--- config.mk ---
export PLATFORM = sky130hd
export DESIGN_NAME = sobel_ctrl
export DESIGN_NICKNAME = d
export VERILOG_FILES = /design/src/rtl/sobel_ctrl.sv
export SDC_FILE = /design/constraint.sdc
export NUM_CORES = 1
export LEC_CHECK = 0
export BUFFER_PORTS_ARGS = -buffer_cell sky130_fd_sc_hd__buf_4
export CAP_MARGIN = 40
export CELL_PAD_IN_SITES_DETAIL_PLACEMENT = 1
export CELL_PAD_IN_SITES_GLOBAL_PLACEMENT = 1
export CORE_ASPECT_RATIO = 2
export CORE_MARGIN = 1
export CORE_UTILIZATION = 38
export DETAILED_ROUTE_END_ITERATION = 8
export PLACE_DENSITY_LB_ADDON = 0.1
export SLEW_MARGIN = 40
export SYNTH_ARGS = -nofsm -noshare
export SYNTH_HDL_FRONTEND = slang
export SYNTH_SLANG_ARGS = --single-unit
--- constraint.sdc ---
create_clock -name clk_i -period 4.1 [get_ports clk_i]
set_input_delay 0 -clock clk_i [delete_from_list [all_inputs] [get_ports clk_i]]
set_output_delay 0 -clock clk_i [all_outputs]
set_load 0.01 [all_outputs]
--- src/rtl/sobel_ctrl.sv ---
// sobel_ctrl: UDM CSR slave driving the Sobel core ap_ctrl_hs handshake.
// Times each run, counts completions and resets a hung core via watchdog.
module sobel_ctrl #(
  parameter logic [31:0] BASE_ADDR     = 32'h00000020,
  parameter int unsigned RST_PULSE_LEN = 4
) (
  input  logic        clk_i,
  input  logic        rst_i,
  input  logic        bus_req_i,
  input  logic        bus_we_i,
  input  logic [31:0] bus_addr_bi,
  input  logic [3:0]  bus_be_bi,
  input  logic [31:0] bus_wdata_bi,
  output logic        bus_ack_o,
  output logic        bus_resp_o,
  output logic [31:0] bus_rdata_bo,
  output logic        ap_start_o,
  output logic        ap_rst_o,
  input  logic        ap_done_i,
  input  logic        ap_ready_i,
  input  logic        ap_idle_i
);

  typedef enum logic [1:0] {
    S_IDLE,
    S_ARM,
    S_WAIT,
    S_FIN
  } state_t;

  localparam logic [3:0] PULSE = 4'(RST_PULSE_LEN);

  state_t      state_q;
  logic        ap_start_q;
  logic [31:0] cnt_q;
  logic [31:0] cycles_q;
  logic [31:0] runs_q;
  logic [31:0] timeout_q;
  logic        done_q;
  logic        err_q;
  logic        tmo_q;
  logic [3:0]  rst_cnt_q;
  logic        resp_q;
  logic [31:0] rdata_q;
  logic [31:0] rdata_d;

  logic        hit;
  logic [2:0]  off;
  logic        wr;
  logic        rd;
  logic        wr_ctrl;
  logic        wr_stat;
  logic        wr_runs;
  logic        wr_tmo;
  logic        soft_rst;
  logic        start_req;
  logic        start_ok;
  logic        start_err;
  logic        busy;
  logic        run;
  logic        fin_go;
  logic        wdt;
  logic [31:0] cnt_inc;
  logic        unused_addr;

  assign unused_addr = ^bus_addr_bi[1:0];

  assign hit = bus_addr_bi[31:5] == BASE_ADDR[31:5];
  assign off = bus_addr_bi[4:2];
  assign wr  = bus_req_i & bus_we_i & hit;
  assign rd  = bus_req_i & ~bus_we_i & hit;

  assign wr_ctrl = wr & (off == 3'd0);
  assign wr_stat = wr & (off == 3'd1);
  assign wr_runs = wr & (off == 3'd3);
  assign wr_tmo  = wr & (off == 3'd4);

  assign soft_rst  = wr_ctrl & bus_wdata_bi[1];
  assign start_req = wr_ctrl & bus_wdata_bi[0];
  assign start_ok  = start_req & ~soft_rst
                   & (state_q == S_IDLE)
                   & (rst_cnt_q == 4'd0);
  assign start_err = start_req & ~start_ok;

  assign busy = state_q != S_IDLE;
  assign run  = (state_q == S_ARM) | (state_q == S_WAIT);

  // A done that will be taken this cycle beats a simultaneous expiry.
  assign fin_go = ((state_q == S_ARM) & ap_ready_i & ap_done_i)
                | ((state_q == S_WAIT) & ap_done_i);
  assign wdt = run & (timeout_q != 32'd0)
             & (cnt_q == timeout_q) & ~fin_go;

  assign cnt_inc = (cnt_q == 32'hFFFFFFFF) ? cnt_q : cnt_q + 32'd1;

  assign bus_ack_o    = bus_req_i;
  assign bus_resp_o   = resp_q;
  assign bus_rdata_bo = rdata_q;
  assign ap_start_o   = ap_start_q;
  assign ap_rst_o     = rst_cnt_q != 4'd0;

  // Handshake FSM with run-time counter and registered ap_start.
  always_ff @(posedge clk_i) begin
    if (rst_i) begin
      state_q    <= S_IDLE;
      ap_start_q <= 1'b0;
      cnt_q      <= 32'd0;
    end else if (soft_rst) begin
      state_q    <= S_IDLE;
      ap_start_q <= 1'b0;
    end else begin
      unique case (state_q)
        S_IDLE: begin
          if (start_ok) begin
            cnt_q      <= 32'd0;
            state_q    <= S_ARM;
            ap_start_q <= 1'b1;
          end
        end
        S_ARM: begin
          cnt_q <= cnt_inc;
          if (fin_go) begin
            state_q    <= S_FIN;
            ap_start_q <= 1'b0;
          end else if (wdt) begin
            state_q    <= S_IDLE;
            ap_start_q <= 1'b0;
          end else if (ap_ready_i) begin
            state_q    <= S_WAIT;
            ap_start_q <= 1'b0;
          end
        end
        S_WAIT: begin
          cnt_q <= cnt_inc;
          if (fin_go) begin
            state_q <= S_FIN;
          end else if (wdt) begin
            state_q <= S_IDLE;
          end
        end
        S_FIN: begin
          state_q <= S_IDLE;
        end
        default: begin
          state_q    <= S_IDLE;
          ap_start_q <= 1'b0;
        end
      endcase
    end
  end

  // CSR state: statistics, sticky flags (set beats clear), timeout.
  always_ff @(posedge clk_i) begin
    if (rst_i) begin
      cycles_q  <= 32'd0;
      runs_q    <= 32'd0;
      timeout_q <= 32'd0;
      done_q    <= 1'b0;
      err_q     <= 1'b0;
      tmo_q     <= 1'b0;
    end else begin
      if ((state_q == S_FIN) | wdt) begin
        cycles_q <= cnt_q;
      end
      if (wr_runs) begin
        runs_q <= 32'd0;
      end else if (state_q == S_FIN) begin
        runs_q <= runs_q + 32'd1;
      end
      if (state_q == S_FIN) begin
        done_q <= 1'b1;
      end else if (wr_stat & bus_wdata_bi[1]) begin
        done_q <= 1'b0;
      end
      if (start_err) begin
        err_q <= 1'b1;
      end else if (wr_stat & bus_wdata_bi[3]) begin
        err_q <= 1'b0;
      end
      if (wdt) begin
        tmo_q <= 1'b1;
      end else if (wr_stat & bus_wdata_bi[4]) begin
        tmo_q <= 1'b0;
      end
      for (int i = 0; i < 4; i++) begin
        if (wr_tmo & bus_be_bi[i]) begin
          timeout_q[8*i +: 8] <= bus_wdata_bi[8*i +: 8];
        end
      end
    end
  end

  // Core reset pulse; any new trigger restarts the full length.
  always_ff @(posedge clk_i) begin
    if (rst_i) begin
      rst_cnt_q <= PULSE;
    end else if (soft_rst | wdt) begin
      rst_cnt_q <= PULSE;
    end else if (rst_cnt_q != 4'd0) begin
      rst_cnt_q <= rst_cnt_q - 4'd1;
    end
  end

  // Read data mux for the addressed CSR.
  always_comb begin
    rdata_d = 32'd0;
    case (off)
      3'd0: rdata_d = {31'd0, busy};
      3'd1: rdata_d = {27'd0, tmo_q, err_q, ap_idle_i, done_q, busy};
      3'd2: rdata_d = cycles_q;
      3'd3: rdata_d = runs_q;
      3'd4: rdata_d = timeout_q;
      default: rdata_d = 32'd0;
    endcase
  end

  // One-cycle registered read response for in-window reads.
  always_ff @(posedge clk_i) begin
    if (rst_i) begin
      resp_q  <= 1'b0;
      rdata_q <= 32'd0;
    end else begin
      resp_q  <= rd;
      rdata_q <= rd ? rdata_d : 32'd0;
    end
  end

endmodule
Word-level counts from Yosys, hierarchy flattened
Cells that the tools add are included.

storage, ports and cells
  register bits = 171
  input port bits = 75
  output and inout bits = 36
  word-level logic and storage cells = 109

cells by class
  $add $sub $neg = 3
  equal/unequal tests = 14
  multiplexer cells = 22
  bitwise operators = 36
  reduce and logical (&&, ||, !) cells = 19

operators by type and width
  kind                                                  count
  case mux 32 bit (5 select lines)                      1
  adder 32 x 1 -> 32 bit, second input constant         2
  2-to-1 mux 32 bit                                     2
  case mux 32 bit (2 select lines)                      1
  equality test 32 bit                                  1
  equality test 32 bit, second input constant           1
  nonzero test 32 bit                                   1
  bitwise AND 1 bit                                     27
  equality test 27 x 1 -> 1 bit, second input constant  1
  2-to-1 mux 2 bit                                      6
  nonzero test 2 bit                                    6
  2-to-1 mux 1 bit                                      10
  OR reduction 2 bit                                    5
  case mux 2 bit (4 select lines)                       1
  equality test 3 x 2 -> 1 bit, second input constant   2
  AND reduction 3 bit                                   2
  inverter 1 bit                                        5
  equality test 2 bit, second input constant            2
  logical NOT 4 bit                                     1
  inequality test 2 bit, second input constant          2
  inequality test 4 bit, second input constant          1
  bitwise OR 1 bit                                      4
  AND reduction 4 bit                                   1
  nonzero test 4 bit                                    1
  other kinds (8)                                       8

Depth between registers and ports, before layout
Gate-level depths: netlist of run 1.

  depth after elaboration = 11
  mapped depth = 9
  gate-level depth less buffers = 7

Worst setup path before layout of run 1
No wires, ideal clock.

  path kind = reg2reg
  from = register state_q[1]
  to = register runs_q[25]
  setup time = 71 ps
  arrival time = 2146 ps
  data required time = 4029 ps
  slack = 1883 ps
  cell stages (with the launch flop) = 8
  buffers on the path = 1
  clock period less this slack = 2217 ps
  path through = dfxtp_1 ha_1 buf_2 nand4_1 nor4_2 nand2_1 or3_1 a21oi_1

on the way
  longest elaborated chain between the ends = 1

ends and longest elaborated chain
  element                 RTL line  text
  from (decl)             33        state_t state_q;
  from (signal assigned)  105       state_q <= S_IDLE;
  from (signal assigned)  109       state_q <= S_IDLE;
  from (signal assigned)  116       state_q <= S_ARM;
  equality test 2 bit     167       end else if (state_q == S_FIN) begin
  to (signal assigned)    168       runs_q <= runs_q + 32'd1;
  to (decl)               37        logic [31:0] runs_q;

No other way between the ends.
A chain may end at the register's enable or synchronous reset.

Worst setup path after layout of run 1
  from = register cnt_q[0]
  to = register cnt_q[13]

on the way
  longest elaborated chain between the ends = 3
  elaborated cells between the ends (all ways) = 6
  those cells by class = add/sub (1); eq/ne (2); mux (2); reduce/logical (1)

ends and longest elaborated chain
  element                                                                  RTL line  text
  from (decl)                                                              35        logic [31:0] cnt_q;
  from (signal assigned)                                                   121       cnt_q <= cnt_inc;
  from (signal assigned)                                                   134       cnt_q <= cnt_inc;
  adder 32 x 1 -> 32 bit or equality test 32 bit (tied branches)           94        assign cnt_inc = (cnt_q == 32'hFFFFFFFF) ? cnt_q : cnt_q + 32'd1;
  2-to-1 mux 32 bit or inequality test 2 bit (tied branches)               -
  case mux 32 bit (2 select lines) or AND reduction 4 bit (tied branches)  -

Several ways; a longest one is shown, not always the timed one. The select of a mux whose other input is x is not followed.

==> results of run 1 <==
## routing by layer
| metal | share of wire | track usage | wire [µm] | vias up |
|---|---|---|---|---|
| met3 | 0.016 | 0.03294 | 450 | 48 |
| met2 | 0.54 | 0.4741 | 14930 | 117 |
| met1 | 0.41 | 0.2885 | 11250 | 3826 |
| met4 | 0.035 | 0.1219 | 952 | 0 |
| li1 | - | - | - | 3702 |
| met5 | 0 | 0 | 0 | - |
## cells in the final DEF (no fill, tap or decap), types with 3 or more instances in the layout
cell type	instances
nand3_1	32
a31oi_1	10
clkinvlp_4	3
or3_1	19
buf_4	118
nand4b_1	3
nor4_1	23
or4_1	9
nor4_2	7
dlygate4sd3_1	50
nor2b_1	11
clkbuf_1	3
a21oi_1	75
xor2_1	49
and2_1	8
o21ai_0	38
nor3_1	5
o22a_1	4
ha_1	8
and4_1	11
xnor2_1	14
a22oi_1	3
dfxtp_1	171
nand4_1	33
o21a_1	4
inv_1	18
nor2_1	173
nand2_1	44
nand2b_1	7
mux2i_1	89
nor4b_2	3
and3_1	4
clkinv_2	3
nand3b_1	4
clkbuf_16	17
## power by group through the flow
stage,logic [mW],registers [mW],clock network [mW]
floorplan,0.119,1.72,0
detailed placement,0.220,1.73,0
CTS,0.250,1.69,1.66
global route,0.271,1.69,1.72
finish,0.247,1.69,1.62
global placement,0.214,1.73,0
## registers in the layout (all words and copies together), names as in the netlist
signal,flops
state_q,2
rst_cnt_q,4
cnt_q,32
tmo_q,1
runs_q,32
timeout_q,32
bus_resp_o,1
done_q,1
bus_rdata_bo,32
err_q,1
ap_start_o,1
cycles_q,32
## worst max path at each step
stage	endpoint	slack (ps)	cells after the start
after CTS	cnt_q[13]$_SDFFE_PP0P_	1180	7
final	cnt_q[13]$_SDFFE_PP0P_	1190	7
after floorplan	runs_q[25]$_SDFFE_PP0P_	1880	7
after global routing	cnt_q[20]$_SDFFE_PP0P_	1010	7
after detailed placement	cnt_q[13]$_SDFFE_PP0P_	1190	7
after global placement	cnt_q[20]$_SDFFE_PP0P_	1210	7
## cell families (layout without fill, tap and decap cells)
kind of cell | Yosys count | count (layout)
AND/OR/NAND/NOR | 412 | 412
flip-flops | 171 | 171
AO/OA/AOI/OAI | 153 | 153
multiplexers | 90 | 90
buffers and inverters | 77 | 219
XOR/XNOR | 63 | 63
adder cells (fa/ha/maj) | 8 | 8
## stage by stage
step	cell area, µm²	util	power (mW)	setup slack, ps
after floorplan	8353	-	1.842	1883
final	10440	0.4835	3.560	1191
after CTS	10430	0.4832	3.599	1175
after global placement	9336	0.4325	1.941	1213
after detailed placement	9351	0.4332	1.947	1195
after global routing	10440	0.4835	3.683	1014
## cells in the mapped netlist, types with 2 or more instances
library cell	instances
a21oi_1	75
or3_1	19
o31ai_1	2
buf_2	14
nor4b_1	2
a22oi_1	3
nor2_1	173
o22a_1	4
a31oi_1	10
o21ai_0	38
nand4_1	33
a21o_1	2
buf_6	2
a211oi_1	2
mux2i_1	89
o21a_1	4
and3_1	4
or3b_1	2
buf_1	4
a41oi_1	2
and2_1	8
nor4_2	7
and4_1	11
clkbuf_1	37
nand4b_1	3
nand3_1	32
nor2b_1	11
nand3b_1	4
nor4b_2	3
or2_2	2
or4_1	9
dfxtp_1	171
xor2_1	49
nor3_1	6
nor4_1	23
nand2b_1	7
xnor2_1	14
nand2_1	45
inv_1	18
ha_1	8
## final cells by class
cell class	count	share of cell area
timing repair buffer	169	0.1339
clock inverter	10	0.01103
inverter	18	0.006474
tap	273	0.03273
sequential	171	0.3280
multi-input combinational	726	0.4434
clock buffer	22	0.04448
## worst register-to-register path: stages, from the launching register on
cell,delay [ps]
dfxtp_1,400
ha_1,270
and4_1,220
and4_1,330
nand4_1,260
nand4_2,530
or4_1,670
a21oi_1,160
## what timing repair did
action | in CTS | in global routing
gates resized for setup | 0 | 0
endpoints found under the hold margin | 51 | 0
hold buffers | 50 | 0
==> impl_metrics.json, run 1 <==
{
  "p_leak_nw": 4.414,
  "min_path_cells": 4,
  "worst-path-buf-inv": 0,
  "io_pins": 111,
  "setup_viol": 0,
  "syn-num-nets": 1057,
  "grt_overflow": 0,
  "maxCapViolations": 0,
  "grt_max_degree": 86,
  "place.gp.congestion": 0.8340,
  "regArea_um2": 3423,
  "die_width_um": 106.8,
  "synth_top_cell_by_area": "dfxtp_1",
  "async_flop_share": 0,
  "syn2layout_area_growth_pct": 24.94,
  "fin_crit_ps": 2909,
  "hold_viol_final": 0,
  "synth_top_family_by_area": "simple AND/OR/NAND/NOR gates",
  "whs_endpoint": "bus_resp_o$_SDFF_PP0_",
  "clock_path_buffers": 2,
  "r2r_start": "cnt_q[0]$_SDFFE_PP0P_",
  "avgSynthCellArea_um2": 8.576,
  "fin_worst_skew_ps": 7.574,
  "slowest_stage": "or4_1",
  "path_clk_slew_ps": 70,
  "root_buffer": "clkbuf_16",
  "stdcell_count": 1389,
  "p_sw_uw": 832.6,
  "synth_area_leaders": "dfxtp_1, mux2i_1, nor2_1",
  "powerDensity_nw_per_um2": 341.1,
  "dpl.cell_count": 1307,
  "drt-pass1-iter-count": 5,
  "grt_usage": 0.2579,
  "arrival_ps": 3290,
  "drtIter0Drc": 187,
  "cp_common_cell": "and4_1",
  "yosys_register_bits": 171,
  "p_seq_frac": 0.474,
  "status": "finished clean",
  "cp_max_fo": 24,
  "max_freq_mhz": 343.8,
  "grt_pass1_vias": 8111,
  "synthAdderAreaFrac": 0.01198,
  "start_util": 0.3870,
  "antenna_found_initial": 0,
  "endpoint_kind": "flop",
  "synth-main-ff-cell": "dfxtp_1",
  "netlist_instances": 974,
  "critPathLaunchType": "flop",
  "synth_area_um2": 8353,
  "peakVddDrop_mv": 0.2598,
  "wire_per_inst_um": 19.86,
  "finalWirelength_um": 27580,
  "drc_errors": 0,
  "num_vias": 7693,
  "worstPathCellList": "ha_1, and4_1, and4_1, nand4_1, nand4_2, or4_1, a21oi_1",
  "drive_gt1_frac": 0.1523,
  "p_int_mw": 2.728,
  "critPathLaunch": "cnt_q[0]$_SDFFE_PP0P_",
  "rsz0062_at_grt": "false",
  "vias_per_cell": 5.539,
  "antenna_left": 0,
  "htree_levels": 4,
  "reg2reg_depth": 7,
  "fp-row-count": 76,
  "synth-compound-area-share": 0.1071,
  "ys_warn_count": 0,
  "post_cts_buffers": 0,
  "post_synth_num_cell_types": 62,
  "comb_power_share": 0.069,
  "required_ps": 4480,
  "cts_tree": "yes",
  "place.port_buffers": 108,
  "synth-xor-area-share": 0.06606,
  "slew_violations": 0,
  "coreArea_um2": 21590,
  "cts-buffers-inserted": 17,
  "slew_headroom": 0.5369,
  "multi_input_area_um2": 4627,
  "nets": 1186,
  "synthMuxAreaShare": 0.1080,
  "reg2reg_setup_slack_ps": 1190,
  "worstSetupPathType": "reg -> reg",
  "synth_edf_count": 0,
  "num_antenna_cells": 0,
  "grt_pass1_wl_um": 44070,
  "period_share": 0.7095,
  "cts.sinks": 171,
  "ys_seq_area_frac": 0.4098,
  "pwr-share-clk": 0.456,
  "n_fill_cell": 2586,
  "path_delay_family": "simple AND/OR/NAND/NOR gates",
  "hold_slack_ps": 43.42,
  "hp-class": "in -> reg",
  "min_from": "bus_addr_bi[20]",
  "worst_pin_slew_ps": 694.7,
  "sw_frac_of_total": 0.2339,
  "synth-simple-area-share": 0.2579,
  "r2r_end": "cnt_q[13]$_SDFFE_PP0P_",
  "die_area_um2": 22610,
  "cpPeakStageDelay_ps": 670,
  "finalSetupTns_ps": 0,
  "die_h_um": 211.7,
  "dp_hpwl_um": 20140,
  "synth_top_cell_area_share": 0.4098,
  "clkLatencyLatePin_ps": 450
}
No activity file was read; power rests on OpenSTA's default activity.
==> inputs of run 2 (changes only) <==
- ABC_AREA: default -> 1
- clock period: 4.1 -> 3.05 ns (I/O delays scaled with it)
==> run 2 against run 1 <==
Against the previous run:
- the run now ends with DRC left
- sequential share of layout area fell by 2.1 points
- global-route usage rose by 4.2 points
- worst setup slack got worse by 790 ps
- utilization fell by 0.49 points
- die area rose by 8.1%
- sequential cell count did not move
- count of clock-buffer cells in the layout fell by 4
- hold slack got worse by 17 ps
- sequential power rose by 48%
- via count rose by 24%
- synthesized cell count rose by 41%
- power rose by 80%
- highest routed layer unchanged
==> impl_metrics.json, run 2 <==
{
  "dpl.cell_count": 1730,
  "path_clk_slew_ps": 70,
  "required_ps": 3360,
  "cts_resized": 0,
  "cp_common_cell": "nor2_2",
  "synth_area_um2": 9041,
  "grt_max_degree": 63,
  "hold_viol_final": 0,
  "synth.most_common_cell": "nand2_1",
  "num_antenna_cells": 0,
  "cts_tree": "yes",
  "antenna_left": 0,
  "rsz0062_at_grt": "false",
  "post_cts_buffers": 0,
  "arrival_ps": 2960,
  "io_pins": 111,
  "p_leak_nw": 4.271,
  "cp_max_fo": 41,
  "grt_usage": 0.3001,
  "die_area_um2": 24450,
  "nets": 1595,
  "finalWirelength_um": 35480,
  "synth_top_cell_area_share": 0.3786,
  "netlist_instances": 1373,
  "synth_edf_count": 0,
  "final_common_cell": "nand2_1",
  "grt_pass1_wl_um": 54940,
  "n_fill_cell": 3112,
  "setup_viol": 0,
  "drtIter0Drc": 393,
  "vias_per_cell": 5.298,
  "fp-row-count": 79,
  "coreArea_um2": 23330,
  "maxCapViolations": 0,
  "synthTopCellsByCount": "nand2_1, nor2_1, dfxtp_1",
  "synth_area_leaders": "dfxtp_1, nand2_1, nor2_1",
  "cpPeakStageDelay_ps": 490,
  "ys_seq_area_frac": 0.3786,
  "status": "finished, violations left",
  "ys_warn_count": 0,
  "post_synth_num_cell_types": 41,
  "antenna_found_initial": 0,
  "peakVddDrop_mv": 0.3767,
  "place.port_buffers": 108,
  "async_flop_share": 0,
  "clock_path_buffers": 2,
  "powerDensity_nw_per_um2": 574.0,
  "drive_gt1_frac": 0.1358,
  "synth_top_cell_by_area": "dfxtp_1",
  "place.gp.congestion": 0.9796,
  "worst_pin_slew_ps": 803.3,
  "worstPathCellList": "ha_1, nand3_2, nor2_2, nand3b_1, nor2_2, nand2_2, nor2_4, nand4_4, nand3_4, nand2_1, o21ai_1, nor2_1",
  "cts.sinks": 171,
  "hp-class": "in -> reg",
  "die_h_um": 220.1,
  "drc_errors": 20,
  "grt_overflow": 0,
  "start_util": 0.3876,
  "worstSetupPathType": "reg -> reg",
  "syn-num-nets": 1456,
  "die_width_um": 111.1,
  "num_vias": 9573,
  "hold_slack_ps": 26.21,
  "root_buffer": "clkbuf_16",
  "syn2layout_area_growth_pct": 23.49,
  "cts_hold_buf": 46,
  "drt-pass1-iter-count": 6,
  "post-place-ws_ps": 441.7,
  "slew_headroom": 0.4615,
  "finalSetupTns_ps": 0,
  "stdcell_count": 1807,
  "yosys_register_bits": 171,
  "slowest_stage": "nand3_4",
  "grt_pass1_vias": 10230,
  "mostFrequentLayoutCells": "nand2_1, nor2_1, dfxtp_1",
  "period_share": 0.8700,
  "worst-path-buf-inv": 0,
  "endpoint_kind": "flop",
  "cts-buffers-inserted": 17,
  "clkLatencyLatePin_ps": 450,
  "dp_hpwl_um": 27300,
  "fin_crit_ps": 2653,
  "max_freq_mhz": 376.9,
  "violations": "DRC",
  "avgSynthCellArea_um2": 6.585,
  "fin_worst_skew_ps": 7.895,
  "htree_levels": 4,
  "slew_violations": 0,
  "path_delay_family": "simple AND/OR/NAND/NOR gates",
  "critPathLaunchType": "flop",
  "synth-main-ff-cell": "dfxtp_1",
  "fin_ws_ps": 396.5,
  "wire_per_inst_um": 19.63
}
run 2: cell types whose count changed after synthesis, sizes merged, moves of 10 or more:
cell    delta
a211oi    +27
or3       -19
o21ai     +18
nor3      +39
nor2b     -11
nor2      +57
nand2    +360
and4      -11
mux2i     -89
a31oi     +17
nand3     +10
xor2      -29
nor4      -25
inv      +105
run 2: layout make-up:
class,count,area [µm²],share of cell area
multi-input cells,1024,4905,0.4393
flip-flops and latches,171,3423,0.3066
repair buffers,174,1434,0.1284
inverters,124,465.4,0.04169
clock buffers,18,439.2,0.03934
well taps,283,354.1,0.03172
clock inverters,13,143.9,0.01289
run 2: metal layers:
layer | vias up | GRT usage | wire [µm]
met3 | 124 | 0.04821 | 952
met5 | - | 0 | 0
met1 | 4499 | 0.2881 | 12790
li1 | 4723 | - | -
met4 | 0 | 0.2347 | 2839
met2 | 227 | 0.5694 | 18890
run 2: worst register-to-register path, delay by kind of cell, from the launching register on:
kind	cells	cell delay (ps)
compound gates	1	110
flops	1	480
fa+ha+maj	1	240
simple gates	10	1670
run 2: path summary, 6_finish.rpt:
check | start | endpoint | slack, ps | cells after the start
setup / recovery | cnt_q[0]$_SDFFE_PP0P_ | cnt_q[1]$_SDFFE_PP0P_ | 400 | 12
hold / removal | bus_addr_bi[4] | bus_rdata_bo[1]$_SDFF_PP0_ | 30 | 4
hold reg to reg | done_q$_SDFFE_PP0P_ | done_q$_SDFFE_PP0P_ | 470 | 2
setup reg to reg | cnt_q[0]$_SDFFE_PP0P_ | cnt_q[1]$_SDFFE_PP0P_ | 400 | 12
run 2: cells by family after synthesis:
| group | after synthesis | share of synthesized area |
|---|---|---|
| AOI/OAI and AO/OA | 203 | 0.1337 |
| xor gates and xnor gates | 38 | 0.03681 |
| adders and majority gates | 8 | 0.01107 |
| buffers and inverters | 178 | 0.08068 |
| DFF | 171 | 0.3786 |
| and+or+nand+nor | 775 | 0.3591 |
run 2: stage by stage:
stage / area (µm²) / total power [mW] / util
floorplan: 9041 / 3.638 / -
global placement: 10120 / 4.160 / 0.4339
detailed placement: 10120 / 4.200 / 0.4339
CTS: 11160 / 6.454 / 0.4786
global route: 11160 / 6.716 / 0.4786
finish: 11160 / 6.408 / 0.4786
run 2: power breakdown:
part,leakage (nW),switching [mW],total [mW],internal [mW]
combinational,2.61,1.17,1.71,0.540
sequential,1.38,0.126,2.50,2.37
clock,0.275,0.979,2.21,1.23
total,4.27,2.27,6.41,4.14
==> inputs of run 3 (changes only) <==
- BUFFER_PORTS_ARGS: -buffer_cell sky130_fd_sc_hd__buf_4 -> default
- DONT_BUFFER_PORTS: default -> 1
==> run 3 against run 2 <==
Against the previous run:
- the run still ends with DRC left
- combinational power is 2% lower
- sequential share of layout area is 1.9 points higher
- sequential power hardly changed
- hold slack worse by 26 ps
- global-route usage is 0.26 points lower
- maximum frequency is 9.4% lower
- die area stayed put
- highest routed layer unchanged
==> impl_metrics.json, run 3 (synthesized netlist as in run 2, its figures left out) <==
{
  "grt_usage": 0.2975,
  "arrival_ps": 3310,
  "finalWirelength_um": 35440,
  "clock_path_buffers": 2,
  "htree_levels": 4,
  "root_buffer": "clkbuf_16",
  "powerDensity_nw_per_um2": 598.4,
  "worstSetupPathType": "reg -> reg",
  "io_pins": 111,
  "peakVddDrop_mv": 0.3649,
  "mostFrequentLayoutCells": "nand2_1, nor2_1, dfxtp_1",
  "p_leak_nw": 3.858,
  "final_common_cell": "nand2_1",
  "antenna_left": 0,
  "r2r_start": "state_q[0]$_SDFFE_PP0P_",
  "setup_viol": 0,
  "n_fill_cell": 3095,
  "nets": 1504,
  "vias_per_cell": 5.480,
  "clkLatencyLatePin_ps": 460,
  "cp_max_fo": 28,
  "dp_hpwl_um": 27240,
  "worst_pin_slew_ps": 688.9,
  "finalSetupTns_ps": 0,
  "fin_crit_ps": 2930,
  "wire_per_inst_um": 20.64,
  "critPathLaunchType": "flop",
  "min_path_cells": 0,
  "max_freq_mhz": 341.3,
  "die_h_um": 220.1,
  "cts_tree": "yes",
  "stdcell_count": 1717,
  "reg2reg_depth": 10,
  "num_vias": 9410,
  "path_clk_slew_ps": 70,
  "post_cts_buffers": 0,
  "final_util": 0.4514,
  "cts-buffers-inserted": 17,
  "drive_gt1_frac": 0.06839,
  "r2r_end": "cnt_q[0]$_SDFFE_PP0P_",
  "antenna_found_initial": 1,
  "die_area_um2": 24450,
  "slew_headroom": 0.5396,
  "endpoint_kind": "flop",
  "drtIter0Drc": 484,
  "status": "finished, violations left",
  "required_ps": 3430,
  "maxCapViolations": 0,
  "fp-row-count": 79,
  "cts.sinks": 171,
  "grt_pass1_vias": 9680,
  "reg2reg_setup_slack_ps": 120,
  "grt_max_degree": 61,
  "syn2layout_area_growth_pct": 16.45,
  "drt-pass1-iter-count": 7,
  "rsz0062_at_grt": "false",
  "drc_errors": 20,
  "slew_violations": 0,
  "grt_pass1_wl_um": 53940,
  "place.port_buffers": 0,
  "start_util": 0.3876,
  "dpl.cell_count": 1622,
  "period_share": 0.9607,
  "hold_viol_final": 0,
  "grt_overflow": 0,
  "violations": "DRC",
  "min_from": "bus_req_i",
  "coreArea_um2": 23330,
  "whs_endpoint": "bus_ack_o",
  "place.gp.congestion": 0.9494,
  "hp-class": "in -> out",
  "fin_worst_skew_ps": 15.12,
  "die_width_um": 111.1
}
-- run 3: worst max path at each step --
| stage | startpoint | to | cells past startpoint | slack, ps |
|---|---|---|---|---|
| floorplan | state_q[0]$_SDFFE_PP0P_ | cnt_q[13]$_SDFFE_PP0P_ | 9 | 1080 |
| global placement | state_q[0]$_SDFFE_PP0P_ | cycles_q[30]$_SDFFE_PP0P_ | 14 | 580 |
| detailed placement | cnt_q[0]$_SDFFE_PP0P_ | cnt_q[16]$_SDFFE_PP0P_ | 13 | 510 |
| CTS | cnt_q[0]$_SDFFE_PP0P_ | cnt_q[0]$_SDFFE_PP0P_ | 12 | 100 |
| global route | state_q[0]$_SDFFE_PP0P_ | cnt_q[0]$_SDFFE_PP0P_ | 10 | 5 |
| finish | state_q[0]$_SDFFE_PP0P_ | cnt_q[0]$_SDFFE_PP0P_ | 10 | 120 |
-- run 3: cell type report --
cell class,count,area (µm²),area share
tap,283,354.1,0.03363
multi-input combinational,1024,4905,0.4658
clock buffer,22,464.2,0.04409
inverter,124,465.4,0.04421
sequential,171,3425,0.3253
antenna,1,2.502,0.0002377
clock inverter,9,90.09,0.008556
timing repair buffer,83,823.3,0.07819
-- run 3: timing repair --
item,in CTS,in global routing
endpoints found under the setup margin,0,1
hold endpoints to repair,77,0
gates resized for setup,0,1
hold buffers,63,0
-- run 3: power breakdown --
group	switching, mW	total [mW]	internal [mW]	leakage, nW
sequential	0.125	2.50	2.37	1.38
combinational	1.17	1.67	0.506	2.21
clock	0.964	2.13	1.17	0.267
total	2.26	6.30	4.04	3.86
-- run 3: layer usage --
layer	vias up	global-route usage	part of all wire
met5	-	0	0
met4	0	0.2541	0.086
met3	124	0.03752	0.028
met2	230	0.5625	0.53
met1	4511	0.2854	0.36
li1	4545	-	-
-- run 3: worst max-delay path, stage by stage, from the launching register on --
cell,delay [ps]
dfxtp_1,400
inv_1,80
ha_1,350
inv_1,120
buf_4,360
nor2_1,160
nand4_4,170
buf_4,330
nand4_1,150
a21oi_2,130
dlygate4sd3_1,570
-- run 3: metrics by stage --
step	area [µm²]	power, mW	hold WS [ps]	setup slack (ps)
2_1_floorplan	9041	3.638	91.77	1080
3_3_place_gp	9323	4.104	0.09006	577.3
3_5_place_dp	9323	4.144	0.08929	509.2
4_1_cts	10530	6.352	0.09072	99.64
5_1_grt	10530	6.605	0.2464	5.357
6_report	10530	6.300	0.01107	119.8
